File: src/rtl/reorder_buffer.sv
// 16-entry circular reorder buffer: dual dispatch, triple completion,
// in-order dual retirement with registered retire outputs.
module reorder_buffer #(
    parameter int DEPTH  = 16,
    parameter int PTR_W  = 4,
    parameter int PREG_W = 6,
    parameter int PC_W   = 32
) (
    input  logic              clk,
    input  logic              reset,
    input  logic              disp_a_valid,
    input  logic [PTR_W-1:0]  disp_a_robnum,
    input  logic [PC_W-1:0]   disp_a_pc,
    input  logic [PREG_W-1:0] disp_a_rd,
    input  logic [PREG_W-1:0] disp_a_rd_old,
    input  logic              disp_a_regwrite,
    input  logic              disp_a_memwrite,
    input  logic              disp_b_valid,
    input  logic [PTR_W-1:0]  disp_b_robnum,
    input  logic [PC_W-1:0]   disp_b_pc,
    input  logic [PREG_W-1:0] disp_b_rd,
    input  logic [PREG_W-1:0] disp_b_rd_old,
    input  logic              disp_b_regwrite,
    input  logic              disp_b_memwrite,
    input  logic              cmp_a_valid,
    input  logic [PTR_W-1:0]  cmp_a_robnum,
    input  logic              cmp_b_valid,
    input  logic [PTR_W-1:0]  cmp_b_robnum,
    input  logic              cmp_c_valid,
    input  logic [PTR_W-1:0]  cmp_c_robnum,
    output logic              ret_a_valid,
    output logic              ret_b_valid,
    output logic [PC_W-1:0]   ret_a_pc,
    output logic [PC_W-1:0]   ret_b_pc,
    output logic [PREG_W-1:0] ret_a_rd,
    output logic [PREG_W-1:0] ret_b_rd,
    output logic [PREG_W-1:0] ret_a_free,
    output logic [PREG_W-1:0] ret_b_free,
    output logic              ret_a_free_valid,
    output logic              ret_b_free_valid,
    output logic              ret_a_store,
    output logic              ret_b_store,
    output logic [PTR_W:0]    occupancy,
    output logic              rob_full,
    output logic              rob_empty,
    output logic              err
);

    logic [DEPTH-1:0]  valid_q, valid_d;
    logic [DEPTH-1:0]  done_q, done_d;
    logic [DEPTH-1:0]  rw_q, mw_q;
    logic [PC_W-1:0]   pc_q  [DEPTH];
    logic [PREG_W-1:0] rd_q  [DEPTH];
    logic [PREG_W-1:0] rdo_q [DEPTH];

    logic [PTR_W-1:0] head_q, head_d, tail_q, tail_d;
    logic [PTR_W:0]   occ_q, occ_d;
    logic             err_q, err_d;

    logic [PTR_W-1:0] head_p1, tail_p1, b_idx;
    logic [1:0]       disp_cnt, acc_cnt, ret_cnt;
    logic [PTR_W+1:0] occ_sum;
    logic             rn_ok, cap_ok, disp_ok, disp_err;
    logic             acc_a, acc_b, ret_a, ret_b;
    logic [DEPTH-1:0] wr_mask, ret_mask, cmp_mask;
    logic             cmp_err;
    logic [2:0]       cv;
    logic [PTR_W-1:0] cr [3];

    assign head_p1 = head_q + 1'b1;
    assign tail_p1 = tail_q + 1'b1;
    assign b_idx   = disp_a_valid ? tail_p1 : tail_q;

    assign disp_cnt = {1'b0, disp_a_valid} + {1'b0, disp_b_valid};
    assign occ_sum  = {1'b0, occ_q} + (PTR_W+2)'(disp_cnt);
    assign cap_ok   = occ_sum <= (PTR_W+2)'(DEPTH);
    assign rn_ok    = (!disp_a_valid || disp_a_robnum == tail_q) &&
                      (!disp_b_valid || disp_b_robnum == b_idx);
    assign disp_ok  = rn_ok && cap_ok;
    assign disp_err = (disp_cnt != 2'd0) && !disp_ok;
    assign acc_a    = disp_a_valid && disp_ok;
    assign acc_b    = disp_b_valid && disp_ok;
    assign acc_cnt  = {1'b0, acc_a} + {1'b0, acc_b};

    // Retirement looks only at registered valid/done state.
    assign ret_a   = valid_q[head_q] && done_q[head_q];
    assign ret_b   = ret_a && valid_q[head_p1] && done_q[head_p1];
    assign ret_cnt = {1'b0, ret_a} + {1'b0, ret_b};

    assign cv    = {cmp_c_valid, cmp_b_valid, cmp_a_valid};
    assign cr[0] = cmp_a_robnum;
    assign cr[1] = cmp_b_robnum;
    assign cr[2] = cmp_c_robnum;

    always_comb begin
        wr_mask  = '0;
        ret_mask = '0;
        if (acc_a) wr_mask[tail_q] = 1'b1;
        if (acc_b) wr_mask[b_idx]  = 1'b1;
        if (ret_a) ret_mask[head_q]  = 1'b1;
        if (ret_b) ret_mask[head_p1] = 1'b1;
    end

    always_comb begin
        cmp_mask = '0;
        cmp_err  = 1'b0;
        for (int k = 0; k < 3; k++) begin
            if (cv[k]) begin
                if (valid_q[cr[k]] && !wr_mask[cr[k]])
                    cmp_mask[cr[k]] = 1'b1;
                else
                    cmp_err = 1'b1;
            end
        end
    end

    always_comb begin
        valid_d = (valid_q | wr_mask) & ~ret_mask;
        done_d  = (done_q | cmp_mask) & ~wr_mask & ~ret_mask;
        head_d  = head_q + PTR_W'(ret_cnt);
        tail_d  = tail_q + PTR_W'(acc_cnt);
        occ_d   = occ_q + (PTR_W+1)'(acc_cnt) - (PTR_W+1)'(ret_cnt);
        err_d   = err_q || disp_err || cmp_err;
    end

    always_ff @(posedge clk) begin
        if (reset) begin
            valid_q          <= '0;
            done_q           <= '0;
            head_q           <= '0;
            tail_q           <= '0;
            occ_q            <= '0;
            err_q            <= 1'b0;
            ret_a_valid      <= 1'b0;
            ret_b_valid      <= 1'b0;
            ret_a_pc         <= '0;
            ret_b_pc         <= '0;
            ret_a_rd         <= '0;
            ret_b_rd         <= '0;
            ret_a_free       <= '0;
            ret_b_free       <= '0;
            ret_a_free_valid <= 1'b0;
            ret_b_free_valid <= 1'b0;
            ret_a_store      <= 1'b0;
            ret_b_store      <= 1'b0;
        end else begin
            valid_q          <= valid_d;
            done_q           <= done_d;
            head_q           <= head_d;
            tail_q           <= tail_d;
            occ_q            <= occ_d;
            err_q            <= err_d;
            ret_a_valid      <= ret_a;
            ret_b_valid      <= ret_b;
            ret_a_pc         <= ret_a ? pc_q[head_q]  : '0;
            ret_b_pc         <= ret_b ? pc_q[head_p1] : '0;
            ret_a_rd         <= ret_a ? rd_q[head_q]  : '0;
            ret_b_rd         <= ret_b ? rd_q[head_p1] : '0;
            ret_a_free       <= ret_a ? rdo_q[head_q]  : '0;
            ret_b_free       <= ret_b ? rdo_q[head_p1] : '0;
            ret_a_free_valid <= ret_a && rw_q[head_q] &&
                                (rdo_q[head_q] != '0);
            ret_b_free_valid <= ret_b && rw_q[head_p1] &&
                                (rdo_q[head_p1] != '0);
            ret_a_store      <= ret_a && mw_q[head_q];
            ret_b_store      <= ret_b && mw_q[head_p1];
        end
    end

    // Payload needs no reset: it is only observed through valid entries.
    always_ff @(posedge clk) begin
        if (!reset && acc_a) begin
            pc_q[tail_q]  <= disp_a_pc;
            rd_q[tail_q]  <= disp_a_rd;
            rdo_q[tail_q] <= disp_a_rd_old;
            rw_q[tail_q]  <= disp_a_regwrite;
            mw_q[tail_q]  <= disp_a_memwrite;
        end
        if (!reset && acc_b) begin
            pc_q[b_idx]  <= disp_b_pc;
            rd_q[b_idx]  <= disp_b_rd;
            rdo_q[b_idx] <= disp_b_rd_old;
            rw_q[b_idx]  <= disp_b_regwrite;
            mw_q[b_idx]  <= disp_b_memwrite;
        end
    end

    assign occupancy = occ_q;
    assign rob_full  = occ_q > (PTR_W+1)'(DEPTH - 2);
    assign rob_empty = occ_q == '0;
    assign err       = err_q;

endmodule

File: config.mk
export PLATFORM = sky130hd
export DESIGN_NAME = reorder_buffer
export DESIGN_NICKNAME = d
export VERILOG_FILES = /design/src/rtl/reorder_buffer.sv
export SDC_FILE = /design/constraint.sdc
export NUM_CORES = 2
export LEC_CHECK = 0
export ABC_CLOCK_PERIOD_IN_PS = 5000
export BUFFER_PORTS_ARGS = -buffer_cell sky130_fd_sc_hd__buf_2
export CAP_MARGIN = 20
export CORE_MARGIN = 8
export CORE_UTILIZATION = 30
export DETAILED_ROUTE_END_ITERATION = 6
export PLACE_DENSITY = 0.57
export SYNTH_ARGS = -nofsm -noshare
export SYNTH_HDL_FRONTEND = slang
export SYNTH_SLANG_ARGS = --single-unit
File: constraint.sdc
create_clock -name clk -period 5 [get_ports clk]
set_input_delay 0.25 -clock clk [delete_from_list [all_inputs] [get_ports clk]]
set_output_delay 0.25 -clock clk [all_outputs]
set_load 0.02 [all_outputs]
=== Word level (Yosys, flattened, before mapping) ===
Memory sizes are Yosys's and may differ from the RTL's. A register that Yosys moved wholly into a read port is not among the register bits.
Cells that the tools add are included.

* Flip-flop bits (word level): 96
* Bits in latches: 0
* RAM bits: 704
* Memory bits (read-only): 0
* Input bits: 119
* Output and inout bits: 102
* Memories kept: 3

* $add $sub $neg: 10
* Multipliers: 0
* Divide/modulo/power cells: 0
* Order comparisons: 16
* Equal/unequal tests: 2
* Shift operators: 0
* Mux-type cells: 72
* Bitwise gates (word level): 13
* Reductions and logical operators: 43

{| class="wikitable"
|+ Memories
! memory !! depth !! bits a word !! read ports !! clocked after memory_dff !! wr ports !! RTL line !! RTL
|-
| pc_q || 16 || 32 || 2 || 2 || 2 || 52 || <nowiki>logic [PC_W-1:0] pc_q [DEPTH];</nowiki>
|-
| rd_q || 16 || 6 || 2 || 2 || 2 || 53 || <nowiki>logic [PREG_W-1:0] rd_q [DEPTH];</nowiki>
|-
| rdo_q || 16 || 6 || 2 || 1 || 2 || 54 || <nowiki>logic [PREG_W-1:0] rdo_q [DEPTH];</nowiki>
|}

{| class="wikitable"
|+ Operator list
! kind !! number
|-
| 16-bit two-way mux || 14
|-
| 16-bit bitwise OR || 6
|-
| 16-bit bitwise mux || 4
|-
| 1-bit binary-select mux with 4-bit select || 14
|-
| 16-bit AND || 3
|-
| 4-bit by 5-bit < comparator with 1-bit output (second input constant) || 7
|-
| 16-bit inverter || 2
|-
| 1-bit two-way mux || 31
|-
| 1-bit demux with 4-bit select || 7
|-
| 4-bit by 1-bit greater-or-equal comparator with 1-bit output (second input constant) || 7
|-
| 1-bit logical AND || 26
|-
| 6-bit nonzero test || 2
|-
| 4-bit by 1-bit adder with 4-bit output (second input constant) || 2
|-
| 4-bit by 2-bit adder with 4-bit output || 2
|-
| 4-bit == test || 2
|-
| 4-bit two-way mux || 2
|-
| 1-bit zero test || 7
|-
| 1-bit by 1-bit adder with 2-bit output || 3
|-
| 5-bit by 2-bit adder with 6-bit output || 1
|-
| 6-bit by 5-bit <= comparator with 1-bit output (second input constant) || 1
|-
| 5-bit by 2-bit adder with 5-bit output || 1
|-
| 5-bit by 4-bit > comparator with 1-bit output (second input constant) || 1
|-
| 5-bit zero test || 1
|-
| 5-bit by 2-bit subtractor with 5-bit output || 1
|-
| other kinds (4) || 9
|}

=== Depth between registers and ports, before layout ===
* Word-level depth: 25
* Gate-level depth with buffers: 27
* Gate-level depth less buffers: 22

=== Worst setup path after synthesis ===
OpenSTA, ideal clock, no wires.

* Kind: input to register
* Start point: input disp_a_valid
* End point: memory pc_q[14][0], enable pin
* Setup time: 0.446 ns
* Arrival time: 4.962 ns
* Data required time: 4.554 ns
* Slack: -0.409 ns
* Stages on the path: 14
* Path through: buf_2 > buf_4 > buf_2 > inv_1 > ha_1 > ha_1 > fa_1 > xnor2_1 > a41oi_2 > a211oi_4 > nand2b_1 > buf_4 > buf_1 > nor2_1

{| class="wikitable"
|+ RTL lines
! item !! RTL line !! RTL
|-
| from (decl) || 11 || <nowiki>input logic disp_a_valid,</nowiki>
|-
| to (decl) || 52 ||
|}

=== Worst setup path in the final report ===
* Start point: register tail_q[1]
* End point: register err_q, in the netlist err

* Word-level cells in the longest chain between the ends: 21
* Elaborated cells between the ends (all ways): 45
* Those cells by class: add/sub: 1; order compare: 4; eq/ne: 2; mux: 19; bitwise: 1; reduce/logical: 18

{| class="wikitable"
|+ RTL lines
! item !! RTL line !! RTL
|-
| from (decl) || 56 || <nowiki>logic [PTR_W-1:0] head_q, head_d, tail_q, tail_d;</nowiki>
|-
| from (signal assigned) || 150 || <nowiki>tail_q <= tail_d;</nowiki>
|-
| branches (longest 20 deep; another with 4-bit by 5-bit < comparator with 1-bit output) || - ||
|-
| 1-bit logical OR (*) || 123 || <nowiki>err_d = err_q || disp_err || cmp_err;</nowiki>
|-
| to (signal assigned) || 152 || <nowiki>err_q <= err_d;</nowiki>
|-
| to (decl) || 58 || <nowiki>logic err_q, err_d;</nowiki>
|}

Every way passes the cells marked *. The select of a mux whose other input is x is not followed.
A chain may end at the register's enable or synchronous reset.

==> out/results.txt <==
Cell taking the most area after synthesis - edfxtp_1
Final min period - 4.65 ns
Total Nets Final - 3428
Seq/Total Area, Yosys - 0.492
Synth cell types - 91
Initial antenna violation count - 53
Deepest clock path buffer count - 3
Pwr/cell area - 297 nW/um^2
Mapped Area - 50000 sq um
WL final - 170 mm
Htree depth - 3
Clock root buffer master - clkbuf_16
Worst VDD drop - 0.225 mV
Clk sinks - 876
Total chip power - 17000 uW
EDFF count, synth - 704
Period utilization - 0.929
# IOs - 221
Gr usage total - 0.183
Count leader, synth - edfxtp_1
Critical path arrival - 5.24 ns
Fin Setup TNS - 0 ns
Max Clk Rate - 0.215 GHz
Std-Cell Rows - 150
Total nets after synthesis - 3334
Vias in the first global route - 31.9k
Gr busiest metal - met2
Outcome - complete, no violations
First-pass GRT wire length - 242 mm
Fin. Hold Viols - 0
Met2 usage in global routing - 0.307
Number of DRC markers in iteration 0 - 3363
Worst path bufs/invs - 2
Die X - 424 microns
Die Area - 180000 sq um
Met3 usage - 0.0334
Reg2Reg Setup Slack - 0.35 ns
Worst path max stage delay - 0.77 ns
Total core area - 166000 sq um
Fill cells - 16.1k
Area delta synth->final - 14.4%
Synth Flop Type - edfxtp_1
# resized after CTS - 0
Clk_skew - 0.0271 ns
Leakage - 0.0185 uW
Slew margin rel. - 0.260
Vias/cell - 5.67
Largest net degree at the start of global routing - 126
Post-DRT Antenna Nets - 0
Pins Over Slew Limit - 0
Slowest cell on the critical path - o21ai_0
RSZ-0062 raised after global routing - false
Routed via count - 31.6k
Post-CTS setup buffer count - 0
Highest fanout seen on the critical path - 10
CTS tree - built
Critical path class - reg2reg
CP Capture Type - flop
Post-synthesis async set-or-reset flop share - 0
Clock transition at path regs - 0.07 ns
Post-DR wirelength/cell - 30.4 microns
Crit path cell chain - inv_1, ha_1, xnor2_1, and3_1, o2111ai_1, nor2_1, o21ai_0, a22oi_1, a211oi_1, or4b_1, a31oi_1, dlygate4sd3_1
Flops & latches, synth - 876
DRC Markers - 0
Global route overflow - 0
Endpoints failing setup - 0
Synth Warn # - 0
Slew @ Worst Pin - 1.11 ns
Initial core utilization - 0.301
Synth cell count leaders - edfxtp_1 (704), mux2_2 (686), mux4_2 (479)
Layout cells sized above 1 - 0.513
Synth Area per Inst - 15.7 sq um
Crit-path leading delay family - compound AO/OA/AOI/OAI gates
Gate Count Post-Synth - 3180
Max-cap violations - 0
Ranking of synthesized cells by area - edfxtp_1 (42%), mux4_2 (22%), mux2_2 (15%), dfxtp_1 (6.9%), nor2b_1 (1.5%)
Met1 global-route usage - 0.236
Critical Path RT - 5.60 ns
CP Launch Type - flop
CTS buffer count - 100
Die Y - 424 microns
Buffers on Ports - 220
Hold Slack - 0.0732 ns
Area share of the largest cell type after synthesis - 0.423
Post-DP HPWL - 99.9 mm
Worst-Skew Late Latency - 0.71 ns
Gpl congestion - 0.895
Hold Path Class - in2reg
First-pass DRT Iterations - 5
Hold_buf cts - 9
-- worst reg2reg max path: stages (launching register included) --
cell and delay (ns):
dfxtp_1 0.33, inv_1 0.11, ha_1 0.55, xnor2_1 0.11, and3_1 0.21, o2111ai_1 0.55, nor2_1 0.08, o21ai_0 0.77
a22oi_1 0.21, a211oi_1 0.70, or4b_1 0.25, a31oi_1 0.08, dlygate4sd3_1 0.57
-- logic make-up (layout without fill, tap and decap cells) --
family,count (synthesis),after routing,share of synthesized area
compound gates,215,215,0.0309
xor+xnor,23,23,0.00430
fa+ha+maj,35,35,0.00951
buf+inv,368,548,0.0325
flops,876,876,0.492
mux,1223,1223,0.384
other cells,0,21,0
simple gates,440,440,0.0476
-- registers in the layout, summed over array words and instances (netlist names), 16 cells and up --
register and count:
pc_q 512, rd_q 96, rdo_q 96, ret_a_pc 32, ret_b_pc 32, done_q 16
mw_q 16, rw_q 16, valid_q 16
-- cell type report --
type / instances / area [sq um] / share of cell area
tap: 2204 / 2760 / 0.0482
multi-input combinational: 1936 / 24000 / 0.420
timing repair buffer: 324 / 2250 / 0.0394
clock inverter: 42 / 367 / 0.00641
clock buffer: 146 / 3020 / 0.0527
antenna: 21 / 52.6 / 0.000918
inverter: 36 / 135 / 0.00236
sequential: 876 / 24600 / 0.430
-- final timing paths --
kind,from,endpoint,depth (start not counted)
worst max-delay path,tail_q[1]$_SDFF_PP0_,err$_SDFF_PP0_,12
worst min-delay path,disp_b_pc[11],pc_q[7][11]$_DFFE_PP_,2
worst max register to register,tail_q[1]$_SDFF_PP0_,err$_SDFF_PP0_,12
worst min register to register,done_q[12]$_SDFF_PP0_,done_q[12]$_SDFF_PP0_,1
-- report_power, final --
| group | total [uW] | leakage [uW] | switching, uW | internal, uW |
|---|---|---|---|---|
| registers | 8030 | 0.00772 | 65.9 | 7960 |
| clock network | 7610 | 0.00166 | 3210 | 4400 |
| logic | 1350 | 0.00910 | 768 | 587 |
-- layout by cell type, fill, tap and decap left out, types with 28 or more instances in the layout --
master / netlist / layout
o21ai_0: 39 / 39
dfxtp_1: 172 / 168
buf_12: 0 / 28
clkbuf_16: 0 / 108
buf_2: 66 / 220
nor2b_1: 123 / 122
mux2_2: 686 / 686
edfxtp_1: 704 / 704
nand3_1: 44 / 44
buf_4: 19 / 67
nand2_1: 70 / 64
a21oi_1: 49 / 49
nor2_1: 102 / 89
inv_1: 36 / 36
mux4_2: 479 / 479
mux2i_1: 38 / 38
ha_1: 30 / 29
-- metrics by stage --
step | utilization | setup slack, ns | cells | area [sq um]
after floorplan | - | -0.409 | 3180 | 50000
after global placement | 0.323 | 0.621 | 5367 | 53700
after detailed placement | 0.323 | 0.637 | 5367 | 53700
after CTS | 0.344 | 0.442 | 5564 | 57200
after global routing | 0.344 | 0.201 | 5572 | 57200
final | 0.344 | 0.354 | 5585 | 57200
-- per-layer routing --
layer,vias to the layer above,wire (microns)
met4,18,6650
met1,16738,68200
met3,364,12200
li1,13063,-
met2,1462,82600
met5,-,115
No activity file was read; power rests on OpenSTA's default activity.
